File: src/rtl/li_expander.sv
// Load-immediate expander: turns a 32-bit constant into one or two MIPS I-type
// instructions (ADDIU / ORI / LUI, or LUI followed by ORI) with a valid/ready handshake on each side.
module li_expander (
   input  logic        clk,
   input  logic        rst_n,
   input  logic        flush,
   input  logic        in_valid,
   output logic        in_ready,
   input  logic [4:0]  in_rt,
   input  logic [31:0] in_value,
   output logic        out_valid,
   input  logic        out_ready,
   output logic [31:0] out_instr,
   output logic        out_last
);

   localparam logic [1:0] IDLE   = 2'd0;
   localparam logic [1:0] EMIT_A = 2'd1;
   localparam logic [1:0] EMIT_B = 2'd2;

   localparam logic [5:0] OP_ADDIU = 6'h09;
   localparam logic [5:0] OP_ORI   = 6'h0D;
   localparam logic [5:0] OP_LUI   = 6'h0F;

   logic [1:0]  state_reg, state_next;
   logic        valid_reg, valid_next;
   logic [31:0] instr_reg, instr_next;
   logic        last_reg, last_next;
   logic [4:0]  rt_reg, rt_next;
   logic [15:0] lo_reg, lo_next;

   logic [15:0] in_hi, in_lo;
   logic        sign_fits;
   logic [31:0] first_word;
   logic        first_last;

   assign in_hi     = in_value[31:16];
   assign in_lo     = in_value[15:0];
   assign sign_fits = (in_value[31:15] == 17'h00000) || (in_value[31:15] == 17'h1FFFF);

   // Priority: sign-extended ADDIU, zero-extended ORI, bare LUI, then LUI+ORI pair.
   always_comb begin
      first_word = {OP_LUI, 5'd0, in_rt, in_hi};
      first_last = 1'b1;
      if (sign_fits) begin
         first_word = {OP_ADDIU, 5'd0, in_rt, in_lo};
      end else if (in_hi == 16'h0000) begin
         first_word = {OP_ORI, 5'd0, in_rt, in_lo};
      end else if (in_lo != 16'h0000) begin
         first_last = 1'b0;
      end
   end

   always_comb begin
      state_next = state_reg;
      valid_next = valid_reg;
      instr_next = instr_reg;
      last_next  = last_reg;
      rt_next    = rt_reg;
      lo_next    = lo_reg;
      if (flush) begin
         state_next = IDLE;
         valid_next = 1'b0;
      end else begin
         case (state_reg)
            IDLE: begin
               if (in_valid) begin
                  state_next = EMIT_A;
                  valid_next = 1'b1;
                  instr_next = first_word;
                  last_next  = first_last;
                  rt_next    = in_rt;
                  lo_next    = in_lo;
               end
            end
            EMIT_A: begin
               if (out_ready) begin
                  if (last_reg) begin
                     state_next = IDLE;
                     valid_next = 1'b0;
                  end else begin
                     state_next = EMIT_B;
                     instr_next = {OP_ORI, rt_reg, rt_reg, lo_reg};
                     last_next  = 1'b1;
                  end
               end
            end
            EMIT_B: begin
               if (out_ready) begin
                  state_next = IDLE;
                  valid_next = 1'b0;
               end
            end
            default: begin
               state_next = IDLE;
               valid_next = 1'b0;
            end
         endcase
      end
   end

   always_ff @(posedge clk or negedge rst_n) begin
      if (!rst_n) begin
         state_reg <= IDLE;
         valid_reg <= 1'b0;
         instr_reg <= 32'h0;
         last_reg  <= 1'b0;
         rt_reg    <= 5'd0;
         lo_reg    <= 16'h0;
      end else begin
         state_reg <= state_next;
         valid_reg <= valid_next;
         instr_reg <= instr_next;
         last_reg  <= last_next;
         rt_reg    <= rt_next;
         lo_reg    <= lo_next;
      end
   end

   assign in_ready  = (state_reg == IDLE);
   assign out_valid = valid_reg;
   assign out_instr = instr_reg;
   assign out_last  = last_reg;

endmodule

File: config.mk
export PLATFORM = sky130hd
export DESIGN_NAME = li_expander
export DESIGN_NICKNAME = d
export VERILOG_FILES = /design/src/rtl/li_expander.sv
export SDC_FILE = /design/constraint.sdc
export NUM_CORES = 1
export LEC_CHECK = 0
export CORE_MARGIN = 2
export CORE_UTILIZATION = 51
export CTS_BUF_LIST = sky130_fd_sc_hd__clkbuf_8
export DETAILED_ROUTE_END_ITERATION = 16
export PLACE_DENSITY = 0.85
export SYNTH_ARGS = -nofsm -noshare
export SYNTH_HDL_FRONTEND = slang
export SYNTH_SLANG_ARGS = --single-unit
export TNS_END_PERCENT = 5
File: constraint.sdc
create_clock -name clk -period 1.92 [get_ports clk]
set_input_delay 0.288 -clock clk [delete_from_list [all_inputs] [get_ports clk]]
set_output_delay 0.288 -clock clk [all_outputs]
set_load 0.02 [all_outputs]
==> run metrics, run 1 <==
outcome completed; Peak Freq 527 MHz; Synth Area in Adders 0; routed wire length 9.29 mm; initial DRC count 270; initial antenna violation count 0; Comb power frac 0.354; RSZ-0062 raised after global routing yes; DIE AREA 6630 µm²; minimum clock period 1.90 ns; share of layout cells above drive strength 1 0.188; fin util 0.741; core area 5850 µm²; DRC viols 0; DR vias/cell 6.38; Slew @ Worst Pin 0.578 ns; P_int 2.41 mW; GRT Util Overall 0.297; H-Tree Depth 2; startpoint types flop; VDD IR max 0.453 mV; critical path arrival 2.14 ns; setup TNS 0 ns; Clock Tree Buf Depth 2; post-placement cell area 4200 µm²; Pre-antenna DRT Iters 5; Cells after Synth 325; FF+latch count, synth 54; Post-Synth Simple-Gate Area 0.175; vias in the first global route 3233; clock sinks 54; main combinational cell family by area after synthesis compound AO/OA/AOI/OAI gates; worst-path fanout max 7; Rel. slew slack 0.604; Post-layout nets 477; TritonCTS clock tree done; Slew Limit Fails 0; sequential power share 0.430; Sw Ratio 0.334; HP Class primary input to asynchronous set/reset pin; final instance area 4330 µm²; final hold viol count 0; Post-Synth XOR/XNOR Area 0; mux share of post-synthesis cell area 0.0258; Initial Util 0.523; DRT antenna net count 0; Synth Cell Area 3060 µm²; Placer Congestion 0.899; clock transition at the registers of the reported paths 0.10 ns; global-route wire length before repair 15.3 mm; Tcrit/Tclk final 0.988; Die Wd 81.5 µm; Seq. cell area 1350 µm²; # setup viols final 0; Multi-input gate area 1480 µm²; total of max-cap violations 0; largest area contributor in the netlist dfrtp_1; Clk pwr share 0.216; synthesized area per cell 9.41 µm²; Sw Pwr 1.21 mW; top cells by area, synth dfrtp_1, o211a_1, o21ai_0, nand3_1, a2111oi_0; vias after detailed routing 3260; clock skew 0.0115 ns; DR WL/cell 18.2 µm; post-synth cell types 42; Synth Area in Compound Gates 0.278; post-route worst setup slack 0.0236 ns; Hold Slack 0.460 ns; Leak 1.91 nW; Area Growth Syn to Fin 41.6%; CTS buffer count 5; clk_lat worst skew 0.32 ns; power density over the cells 837 nW/µm²; DP HPWL 6.75 mm; # IOs 77; WP data required 2.16 ns; predominant post-synthesis flop cell dfrtp_1; Die Y 81.5 µm; fillcell total 417; Power Total 3.63 mW; endpoint class of the critical path flop; Yosys top cell area share 0.442; pin count of the biggest net entering global routing 36; YS warnings 0; Finished Layout Cells 511; gr ovfl total 0; Inserted Diodes 0; pre-CTS WS -0.165 ns; port buffer count 74; post-placement cell count 502; row count 28; Commonest cells post-synth dfrtp_1, o21ai_0, nand2_1; Setup CP Type flop to flop; root buf cell clkbuf_8; number of synthesized flops with an enable pin 0; top-count cell post-synth dfrtp_1; Largest register FFs 29; register area share after synthesis 0.442; ys async rst share 1.00
## cells in the final DEF, fill, tap and decap left out, drive strengths merged, types with 2 or more instances in the layout
cell	n
a2111oi	15
a21oi	7
a221o	2
a221oi	13
a31oi	7
buf	61
clkbuf	5
clkdlybuf4s50	72
clkinvlp	2
conb	2
dfrtp	54
inv	16
mux2	7
nand2	32
nand2b	4
nand3	29
nand4	4
nor2	9
nor3b	4
nor4	10
o211a	26
o211ai	2
o21ai	35
## repair_timing
action / CTS / global route
setup endpoints to repair: 1 / 8
buffers inserted: 0 / 0
hold buffers: 1 / 0
hold endpoints to repair: 19 / 0
resized for setup: 1 / 5
## layer usage
metal	global-route usage	up-vias	wire [µm]
li1	-	1446	-
met1	0.411	1553	3760
met2	0.475	225	4360
met3	0.0505	36	900
met4	0.102	0	270
met5	0	-	0
## path summary, 6_finish.rpt
kind	from	to	slack, ns	depth (start not counted)
max reg2reg	state_reg[0]$_DFFE_PN0P_	out_instr[14]$_DFFE_PN0P_	0.02	5
min	rst_n	state_reg[0]$_DFFE_PN0P_	0.46	2
max in group asynchronous	rst_n	lo_reg[2]$_DFFE_PN0P_	0.91	3
min reg2reg	out_instr[22]$_DFFE_PN0P_	out_instr[22]$_DFFE_PN0P_	0.50	2
max	state_reg[0]$_DFFE_PN0P_	out_instr[14]$_DFFE_PN0P_	0.02	5
min in group clk	out_instr[22]$_DFFE_PN0P_	out_instr[22]$_DFFE_PN0P_	0.50	2
## power by group through the flow
stage	Sequential [mW]	Combinational [mW]	Clock (mW)
2_1_floorplan	1.69	0.498	0
3_5_place_dp	1.57	1.27	0
4_1_cts	1.55	1.28	0.787
6_report	1.56	1.29	0.782
5_1_grt	1.59	1.39	0.834
3_3_place_gp	1.56	1.23	0
## worst max-delay path: stages (launching register included)
cell      delay [ns]
dfrtp_1         0.52
buf_4           0.19
nor2b_1         0.42
a211oi_1        0.15
a221o_1         0.37
nor3b_2         0.17
## final cells by class
class / instances / share of cell area
multi-input cells: 223 / 0.342
inverters: 16 / 0.0139
flip-flops and latches: 54 / 0.312
clock inverters: 3 / 0.0104
well taps: 75 / 0.0217
repair buffers: 135 / 0.284
clock buffers: 5 / 0.0159
## kinds of logic after synthesis
family	Yosys count
compound gates	114
buf+inv	49
flops	54
mux	7
other cells	1
simple gates	100
(Power assumes the default switching activity.)
==> run 2: changes to the inputs <==
SLEW_MARGIN = 30   (was not set)
==> results of run 2 <==
Final layout, timing and power as in run 1 (identical DEF).
==> run 3: changes to the inputs <==
ABC_CLOCK_PERIOD_IN_PS = 1920   (was not set)
CAP_MARGIN = 20   (was not set)
==> results of run 3 <==
Final layout, timing and power as in run 1 (identical DEF).
